**src/rtl/spi_burst_controller.sv**
```systemverilog
// Byte-wide SPI command front end: register file, matcher stream forwarding,
// burst read/write with auto-increment, and a result FIFO with overflow status.
module spi_burst_controller #(
    parameter int NUM_CHARS    = 8,
    parameter int RESULT_DEPTH = 8
) (
    input  logic                   sclk,
    input  logic                   rst,
    input  logic                   cs,
    input  logic [7:0]             mosi,
    output logic [7:0]             miso,
    output logic [7:0]             word_size,
    output logic [7:0]             result_mask,
    output logic [8*NUM_CHARS-1:0] characters,
    output logic [8*NUM_CHARS-1:0] masks,
    output logic                   aclk,
    output logic                   aresetn,
    output logic                   m_axis_tvalid,
    output logic [7:0]             m_axis_tdata,
    output logic                   m_axis_tuser,
    input  logic                   s_axis_tvalid,
    input  logic [7:0]             s_axis_tdata
);

    localparam int CW = $clog2(NUM_CHARS);
    localparam int FW = $clog2(RESULT_DEPTH);
    localparam int NW = FW + 1;

    localparam logic [3:0] ST_IDLE    = 4'd0;
    localparam logic [3:0] ST_RD_ADDR = 4'd1;
    localparam logic [3:0] ST_WR_ADDR = 4'd2;
    localparam logic [3:0] ST_WR_DATA = 4'd3;
    localparam logic [3:0] ST_BR_ADDR = 4'd4;
    localparam logic [3:0] ST_BR_CNT  = 4'd5;
    localparam logic [3:0] ST_BR_DATA = 4'd6;
    localparam logic [3:0] ST_BW_ADDR = 4'd7;
    localparam logic [3:0] ST_BW_CNT  = 4'd8;
    localparam logic [3:0] ST_BW_DATA = 4'd9;

    logic [3:0]    state;
    logic [1:0]    area;
    logic [5:0]    addr;
    logic [7:0]    remaining;
    logic [7:0]    chars_r [NUM_CHARS];
    logic [7:0]    masks_r [NUM_CHARS];

    logic [7:0]    fifo_mem [RESULT_DEPTH];
    logic [FW-1:0] rd_ptr;
    logic [FW-1:0] wr_ptr;
    logic [NW-1:0] count;
    logic          overflow;

    logic          accept;
    logic [1:0]    acc_area;
    logic [5:0]    acc_idx;
    logic          load_miso;
    logic          do_write;
    logic          fifo_empty;
    logic          pop;
    logic          flush;
    logic          push_ok;
    logic [7:0]    rd_data;
    logic [7:0]    status;

    function automatic logic [5:0] sat_count(input logic [NW-1:0] c);
        if (int'(c) > 63)
            return 6'd63;
        return 6'(c);
    endfunction

    assign aclk = sclk;

    for (genvar g = 0; g < NUM_CHARS; g++) begin : g_pack
        assign characters[8*g +: 8] = chars_r[g];
        assign masks[8*g +: 8]      = masks_r[g];
    end

    assign accept     = !cs;
    assign fifo_empty = (count == '0);
    assign status     = {overflow, fifo_empty, sat_count(count)};

    // A single READ targets the byte being accepted; everything else uses the latched address.
    assign acc_area  = (state == ST_RD_ADDR) ? mosi[7:6] : area;
    assign acc_idx   = (state == ST_RD_ADDR) ? mosi[5:0] : addr;
    assign load_miso = accept && ((state == ST_RD_ADDR) || (state == ST_BR_DATA) ||
                                  ((state == ST_BR_CNT) && (mosi != 8'd0)));
    assign do_write  = accept && ((state == ST_WR_DATA) || (state == ST_BW_DATA));
    assign pop       = load_miso && (acc_area == 2'b11) && !fifo_empty;
    assign flush     = do_write && (area == 2'b00) && (addr == 6'd3) && mosi[0];
    assign push_ok   = s_axis_tvalid && !flush && ((count < NW'(RESULT_DEPTH)) || pop);

    always_comb begin
        rd_data = 8'h00;
        case (acc_area)
            2'b00: begin
                case (acc_idx)
                    6'd0:    rd_data = word_size;
                    6'd1:    rd_data = result_mask;
                    6'd2:    rd_data = status;
                    default: rd_data = 8'h00;
                endcase
            end
            2'b01:   rd_data = chars_r[acc_idx[CW-1:0]];
            2'b10:   rd_data = masks_r[acc_idx[CW-1:0]];
            default: rd_data = fifo_empty ? 8'h00 : fifo_mem[rd_ptr];
        endcase
    end

    always_ff @(posedge sclk) begin
        if (push_ok)
            fifo_mem[wr_ptr] <= s_axis_tdata;
    end

    always_ff @(posedge sclk) begin
        if (rst || flush) begin
            rd_ptr   <= '0;
            wr_ptr   <= '0;
            count    <= '0;
            overflow <= 1'b0;
        end else begin
            if (pop)
                rd_ptr <= rd_ptr + 1'b1;
            if (push_ok)
                wr_ptr <= wr_ptr + 1'b1;
            else if (s_axis_tvalid)
                overflow <= 1'b1;
            count <= count + {{(NW-1){1'b0}}, push_ok} - {{(NW-1){1'b0}}, pop};
        end
    end

    always_ff @(posedge sclk) begin
        if (rst) begin
            state         <= ST_IDLE;
            area          <= 2'b00;
            addr          <= 6'd0;
            remaining     <= 8'd0;
            miso          <= 8'h00;
            word_size     <= 8'h00;
            result_mask   <= 8'h00;
            aresetn       <= 1'b0;
            m_axis_tvalid <= 1'b0;
            m_axis_tdata  <= 8'h00;
            m_axis_tuser  <= 1'b0;
            for (int i = 0; i < NUM_CHARS; i++) begin
                chars_r[i] <= 8'h00;
                masks_r[i] <= 8'h00;
            end
        end else begin
            m_axis_tvalid <= 1'b0;
            if (!accept) begin
                state <= ST_IDLE;
            end else begin
                if (load_miso)
                    miso <= rd_data;
                if (do_write) begin
                    case (area)
                        2'b00: begin
                            if (addr == 6'd0)
                                word_size <= mosi;
                            else if (addr == 6'd1)
                                result_mask <= mosi;
                        end
                        2'b01:   chars_r[addr[CW-1:0]] <= mosi;
                        2'b10:   masks_r[addr[CW-1:0]] <= mosi;
                        default: ;
                    endcase
                end
                case (state)
                    ST_IDLE: begin
                        case (mosi)
                            8'h00: ;
                            8'h01: begin
                                m_axis_tvalid <= 1'b1;
                                m_axis_tuser  <= 1'b1;
                                m_axis_tdata  <= 8'h01;
                            end
                            8'h02: state <= ST_RD_ADDR;
                            8'h03: state <= ST_WR_ADDR;
                            8'h04: aresetn <= 1'b1;
                            8'h05: aresetn <= 1'b0;
                            8'h06: state <= ST_BR_ADDR;
                            8'h07: state <= ST_BW_ADDR;
                            default: begin
                                if (aresetn) begin
                                    m_axis_tvalid <= 1'b1;
                                    m_axis_tuser  <= 1'b0;
                                    m_axis_tdata  <= mosi;
                                end
                            end
                        endcase
                    end
                    ST_RD_ADDR: state <= ST_IDLE;
                    ST_WR_ADDR, ST_BR_ADDR, ST_BW_ADDR: begin
                        area <= mosi[7:6];
                        addr <= mosi[5:0];
                        state <= (state == ST_WR_ADDR) ? ST_WR_DATA :
                                 (state == ST_BR_ADDR) ? ST_BR_CNT : ST_BW_CNT;
                    end
                    ST_WR_DATA: state <= ST_IDLE;
                    ST_BR_CNT: begin
                        // Count byte already loads the first word, so only count-1 dummies follow.
                        if (mosi == 8'd0) begin
                            state <= ST_IDLE;
                        end else begin
                            addr      <= addr + 6'd1;
                            remaining <= mosi - 8'd1;
                            state     <= (mosi == 8'd1) ? ST_IDLE : ST_BR_DATA;
                        end
                    end
                    ST_BW_CNT: begin
                        remaining <= mosi;
                        state     <= (mosi == 8'd0) ? ST_IDLE : ST_BW_DATA;
                    end
                    ST_BR_DATA, ST_BW_DATA: begin
                        addr      <= addr + 6'd1;
                        remaining <= remaining - 8'd1;
                        if (remaining == 8'd1)
                            state <= ST_IDLE;
                    end
                    default: state <= ST_IDLE;
                endcase
            end
        end
    end

endmodule

```
**config.mk**
```make
export PLATFORM = sky130hd
export DESIGN_NAME = spi_burst_controller
export DESIGN_NICKNAME = d
export VERILOG_FILES = /design/src/rtl/spi_burst_controller.sv
export SDC_FILE = /design/constraint.sdc
export NUM_CORES = 1
export LEC_CHECK = 0
export CORE_ASPECT_RATIO = 1.4
export CORE_MARGIN = 4
export CORE_UTILIZATION = 55
export DETAILED_ROUTE_END_ITERATION = 8
export PLACE_DENSITY = 0.81
export SLEW_MARGIN = 25
export SYNTH_ARGS = -nofsm -noshare
export SYNTH_HDL_FRONTEND = slang
export SYNTH_SLANG_ARGS = --single-unit
```
**constraint.sdc**
```tcl
create_clock -name sclk -period 6.05 [get_ports sclk]
set_input_delay 1.21 -clock sclk [delete_from_list [all_inputs] [get_ports sclk]]
set_output_delay 1.21 -clock sclk [all_outputs]
set_load 0.01 [all_outputs]
```
[Yosys cells after proc, flatten, opt, wreduce, memory -nomap -nowiden]
Memories as Yosys holds them, arrays and structs flattened. A register that Yosys moved wholly into a read port is not among the register bits.
Cells that the tools add are included.
Storage, ports and cells
  input bits: 20
  RAM bits: 192
  latch bits: 0
  flip-flop bits (word level): 66
  output and inout bits: 164
  logic and storage cells: 153
  memories: 3
  memory bits (read-only): 0
Memory list
  chars_r: words 8, width 8, rd ports 9, clocked after memory_dff 0, wr ports 8, line 44  | logic [7:0] chars_r [NUM_CHARS];
  fifo_mem: words 8, width 8, rd ports 1, clocked after memory_dff 1, wr ports 1, line 47  | logic [7:0] fifo_mem [RESULT_DEPTH];
  masks_r: words 8, width 8, rd ports 9, clocked after memory_dff 0, wr ports 8, line 45  | logic [7:0] masks_r [NUM_CHARS];
Cells by class
  mux-type cells: 46
  divide/modulo/power cells: 0
  reduce and logical (&&, ||, !) cells: 47
  shift operators: 0
  bitwise gates (word level): 5
  add/subtract/negate cells: 7
  $lt $le $gt $ge: 1
  $mul: 0
  equal/unequal tests: 29
Operators with widths (count)
  case mux 8 bit (3 select lines): 3
  2-to-1 mux 8 bit: 5
  equality test 8 x 3 -> 1 bit (second input constant): 4
  case mux 4 bit (5 select lines): 1
  2-to-1 mux 1 bit: 18
  2-to-1 mux 3 bit: 6
  case mux 6 bit (3 select lines): 1
  equality test 4 x 3 -> 1 bit (second input constant): 4
  equality test 8 x 1 -> 1 bit (second input constant): 2
  equality test 8 x 2 -> 1 bit (second input constant): 2
  2-to-1 mux 4 bit: 4
  case mux 4 bit (4 select lines): 1
  case mux 8 bit (2 select lines): 1
  OR reduction 8 bit: 2
  subtractor 8 x 1 -> 8 bit (second input constant): 2
  equality test 6 x 1 -> 1 bit (second input constant): 2
  equality test 6 x 2 -> 1 bit (second input constant): 2
  logical NOT 6 bit: 2
  2-to-1 mux 6 bit: 2
  logical AND 1 bit: 10
  AND reduction 3 bit: 3
  equality test 4 x 2 -> 1 bit (second input constant): 2
  equality test 4 bit (second input constant): 2
  logical NOT 4 bit: 2
  26 further kinds: 52

[Depth between registers and ports, before layout]
Gate-level depths: netlist of run 1.
  depth after elaboration: 11
  mapped depth: 16
  depth with buffers taken out: 13

==> results of run 1 <==
## logic make-up (layout without fill, tap and decap cells)
logic type               count (synthesis)  after routing  synth area share, %
AO/OA/AOI/OAI                          253            253                13.26
XOR/XNOR                                 9              9               0.6368
adder cells (fa/ha/maj)                 18             18                1.880
buffers and inverters                  115            285                4.003
flip-flops                             261            261                57.74
multiplexers                            60             60                6.793
AND/OR/NAND/NOR                        376            376                15.69
## layer usage
metal / vias up / track usage, %
li1: 4375 / -
met1: 4689 / 34.80
met2: 645 / 48.59
met3: 141 / 4.624
met4: 0 / 14.63
met5: - / 0
## layout make-up
class | count | area share, %
multi-input combinational | 716 | 30.89
timing repair buffer | 214 | 13.58
clock buffer | 40 | 5.149
clock inverter | 8 | 1.007
inverter | 23 | 0.5604
tap | 297 | 2.412
sequential | 261 | 46.40
## per-stage QoR
stage	power, mW	worst slack, ps	hold slack (ps)	cells	area [um2]
after floorplan	2.213	1696	436.9	1092	12380
after global placement	2.369	1366	450.4	1509	14400
after detailed placement	2.378	1366	478.9	1509	14410
after CTS	4.101	1092	488.7	1556	15340
after global routing	4.202	1087	512.1	1559	15410
final	4.091	1101	491.5	1559	15410
## flip-flops by register name (all words and copies together), names as in the netlist, named ones only
| signal | cells |
|---|---|
| addr | 6 |
| area | 2 |
| aresetn | 1 |
| chars_r | 64 |
| count | 4 |
| fifo_mem | 64 |
| m_axis_tdata | 8 |
| m_axis_tuser | 1 |
| m_axis_tvalid | 1 |
| masks_r | 64 |
| miso | 8 |
| overflow | 1 |
| rd_ptr | 3 |
| remaining | 8 |
| result_mask | 8 |
| state | 4 |
| word_size | 8 |
| wr_ptr | 3 |
## path summary, 6_finish.rpt
check	start	end	depth (start not counted)
setup / recovery	sclk	aclk	3
hold / removal	remaining[7]$_SDFFE_PP0P_	remaining[7]$_SDFFE_PP0P_	2
setup reg to reg	state[1]$_SDFFE_PP0P_	count[2]$_SDFF_PP0_	11
hold reg to reg	remaining[7]$_SDFFE_PP0P_	remaining[7]$_SDFFE_PP0P_	2
## cell usage in the layout, fill, tap and decap left out, types with 4 or more instances in the layout
cell,synthesis,final
mux4_2,16,16
and3_1,21,21
a31oi_1,13,13
clkbuf_8,0,6
nor2_1,98,98
and2_1,72,72
clkbuf_1,68,4
nand3b_1,4,4
xnor2_1,6,6
clkbuf_16,0,27
nor2b_1,7,7
mux2i_1,39,38
nand2_1,62,62
mux2i_4,3,4
a21o_1,11,11
a21oi_1,69,68
inv_1,21,21
bufinv_16,0,4
a311oi_1,11,11
buf_4,4,29
a222oi_1,5,5
nand4_1,5,5
nand2b_1,8,8
o21ai_1,3,9
clkdlybuf4s50_1,0,182
dfxtp_1,69,68
a211oi_1,22,22
edfxtp_1,192,192
nor3_1,56,56
o221ai_1,16,16
o22ai_1,19,19
or3_1,4,4
ha_1,17,17
nand3_1,13,13
or3b_2,4,4
o221a_2,5,5
o21ai_0,54,48
nor4_1,5,5
## critical path: cells and delay by family
kind	cells	cell delay, ps
buf+inv	3	720
## power by group
| part | switching [mW] | total (mW) | internal, mW | leakage, nW |
|---|---|---|---|---|
| Combinational | 0.185 | 0.317 | 0.132 | 2.47 |
| Clock | 0.680 | 1.76 | 1.08 | 0.468 |
| Sequential | 0.0389 | 2.02 | 1.98 | 2.46 |
| Total | 0.904 | 4.09 | 3.19 | 5.39 |
==> flow_summary.toml, run 1 <==
[min_path]
hold_class = "flip-flop to flip-flop"

[yosys]
yosys_most_used_dff = "edfxtp_1"
yosys_warnings = 0
yosysSeqAreaShare_pct = 57.74
yosysTopAreaCell = "edfxtp_1"
synth_cell_type_count = 69
syn_nets = 1130
synth_area_mm2 = 0.01238
syn_avg_cell_area_um2 = 11.34
yosysMostFrequentCell = "edfxtp_1"
postSynth.asyncResetShare_pct = 0
synth_edf_count = 192
synth_common_cells = "edfxtp_1, nor2_1, and2_1, a21oi_1, dfxtp_1"
synth_top_area_share_pct = 46.58
syn_inst = 1092
synth_area_leaders = "edfxtp_1, dfxtp_1, and2_1, mux2i_1, nor2_1"
ys_ff_latch = 261

[global_route]
overflow = 0
grt_pass1_wl_mm = 54.90
grt_max_degree = 54
antenna_found_initial = 0
first_global_vias = 9696
grt_usage_pct = 28.39

[power]
p_leak_nw = 5.393
max-vdd-ir-drop_mv = 0.2782
p_per_area_mw_per_mm2 = 265.6

[layout]
multi_input_area_mm2 = 0.004760
area_growth_pct = 24.46
final-seq-area_mm2 = 0.007148
antennaDiodeCount = 0
nFillCells = 1580
drive_gt1_share_pct = 9.271
final_util_pct = 69.96
fin_nets = 1282

[timing]
rsz0062_at_grt = "no"
drv_slew = 0
setup_violations = 0
finalHoldViolCount = 0
slew_headroom_pct = 30.94
skew_ps = 11.77
fin_tns_setup_ps = 0
worst_slew_pin_slew_ps = 1025

[critical_path]
path_common_cell = "clkbuf_16"
crit_chain = "clkbuf_16 > clkbuf_16 > clkdlybuf4s50_1"
crit_slowest_cell = "clkdlybuf4s50_1"
cp_slowest_stage_delay_ps = 470
worst_ep_required_time_ps = 4840
arrival_ps = 3740
crit_type = "clock port to primary output"
cp_max_fo = 2
cp-start-kind = "clock port"
r2r_setup_slack_ps = 2660
worstSetupEndpointType = "primary output"

[route]
m1WireLength_mm = 12.80
dr.first_iter.drc_count = 1190
drt-wirelength-per-cell_um = 23.23
met3_length_mm = 3.465
wl_met2_mm = 18.00
drt_wl_total_mm = 36.22
drc = 0
final_antenna_net_count = 0
highest_layer = "met4"
detail_route.first_pass.iterations = 8
vias_per_cell = 6.318
num_vias = 9850

[clocking]
clock_latency_ps = 640
clk_pin_slew_worst_paths_ps = 70
cts_setup_buffers = 0
cts_tree = "yes"
holdBufCountCts = 0
cts_resized = 0

[floorplanning]
die_w_um = 134.8
die_area_mm2 = 0.02500
core_area_mm2 = 0.02202
row_count = 64
chipHeight_um = 185.5
pin_count = 184
start_util_pct = 56.21

[flow_run]
maxCapViolations = 0

[run_status]
status = "finished clean"

[placed_design]
port_buffers = 183
detailed_place_hpwl_mm = 24.60
place_congestion = 0.9133
(Power assumes the default switching activity.)
==> run 2, diff against run 1 <==
- CORE_UTILIZATION: 55 -> 49
- PLACE_DENSITY: 0.81 -> 0.76
- clock period: 6.05 -> 4.2 ns (I/O delays scaled with it)
==> flow_summary.toml, run 2 (same netlist as run 1, synthesis figures left out) <==
[run_status]
status = "finished clean"

[clocking]
clock_latency_ps = 640
holdBufCountCts = 0
cts_tree = "yes"
clk_pin_slew_worst_paths_ps = 60
cts_setup_buffers = 0
cts_resized = 0

[route]
drt_wl_total_mm = 35.68
dr.first_iter.drc_count = 942
num_vias = 9703
drc = 0
final_antenna_net_count = 0
drt-wirelength-per-cell_um = 22.39
vias_per_cell = 6.091
detail_route.first_pass.iterations = 6

[floorplanning]
pin_count = 184
row_count = 68
core_area_mm2 = 0.02476
die_area_mm2 = 0.02790
chipHeight_um = 196.1
die_w_um = 142.3
start_util_pct = 49.99

[timing]
finalHoldViolCount = 0
setup_ws_ps = 548.6
hold_ws_ps = 478.1
setup_violations = 0
slew_headroom_pct = 34.22
fin_tns_setup_ps = 0
rsz0062_at_grt = "no"
skew_ps = 20.54
drv_slew = 0
worst_slew_pin_slew_ps = 976.4

[critical_path]
cp-start-kind = "clock port"
arrival_ps = 2810
crit_type = "clock port to primary output"
cp_max_fo = 2
worstSetupEndpointType = "primary output"
worst_ep_required_time_ps = 3360

[placed_design]
detailed_place_hpwl_mm = 24.91
place_congestion = 0.8910
dp_slack_ps = 165.4
placed_area_mm2 = 0.01456
port_buffers = 183

[layout]
mostFrequentLayoutCell = "edfxtp_1"
multi_input_area_mm2 = 0.004748
area_growth_pct = 25.24
fin_nets = 1298
antennaDiodeCount = 0
final_cell_mix = "edfxtp_1, clkdlybuf4s50_1, nor2_1"
largestRegisters = "chars_r: 64 flops, fifo_mem: 64 flops, masks_r: 64 flops"
drive_gt1_share_pct = 10.17
finalInstanceArea_mm2 = 0.01550
final-seq-area_mm2 = 0.007148
nFillCells = 1920

[flow_run]
maxCapViolations = 0

[min_path]
hold_class = "flip-flop to flip-flop"

[global_route]
grt_pass1_wl_mm = 53.65
overflow = 0
grt_max_degree = 54
grt_usage_pct = 24.72
first_global_vias = 9372
antenna_found_initial = 0

[power]
p_per_area_mw_per_mm2 = 379.1
p_leak_nw = 5.438
max-vdd-ir-drop_mv = 0.4318
[run 2: cell count changes in the layout (fill, tap and decap cells not counted), moves of 3 or more]
| cell | delta |
|---|---|
| buf_4 | +19 |
| clkbuf_1 | -3 |
| clkbuf_8 | -4 |
| clkinv_1 | +4 |
| o21ai_0 | +6 |
| o21ai_1 | -6 |
[run 2: stage by stage]
stage | util (%) | instances | power [mW]
after global placement | 58.82 | 1546 | 3.421
final | 62.61 | 1593 | 5.876
after floorplan | - | 1092 | 3.187
after detailed placement | 58.82 | 1546 | 3.432
after CTS | 62.61 | 1593 | 5.897
after global routing | 62.61 | 1593 | 6.044
[run 2: path summary, 6_finish.rpt]
path                          from                    end  slack (ps)  depth (start not counted)
max                           sclk                   aclk         550                          3
min          overflow$_SDFFE_PP0P_  overflow$_SDFFE_PP0P_         480                          2
max reg2reg  state[0]$_SDFFE_PP0P_   miso[2]$_SDFFE_PP0P_         900                          6
min reg2reg  overflow$_SDFFE_PP0P_  overflow$_SDFFE_PP0P_         480                          2
[run 2: report_power, final]
part	leakage [nW]	switching (mW)	internal, mW
Sequential	2.46	0.0534	2.85
Combinational	2.53	0.263	0.194
Clock	0.451	0.984	1.54
Total	5.44	1.30	4.58
[run 2: worst max-delay path, cell delays in order]
cell and delay (ps):
clkbuf_16 120, clkbuf_16 130, clkdlybuf4s50_1 460
[run 2: layout make-up]
cell class                      instances  share of cell area [%]
Timing Repair Buffer                  230                   14.04
Clock inverter                         17                   1.493
Sequential cell                       261                   46.11
Tap cell                              315                   2.542
Multi-Input combinational cell        716                   30.63
Clock buffer                           31                   4.625
Inverter                               23                  0.5569
[run 2: per-layer routing]
layer	vias to the layer above	track usage, %	routed length (um)
li1	4418	-	-
met1	4676	30.68	13330
met2	531	43.37	18070
met3	78	3.024	2871
met4	0	10.32	1408
met5	-	0	0
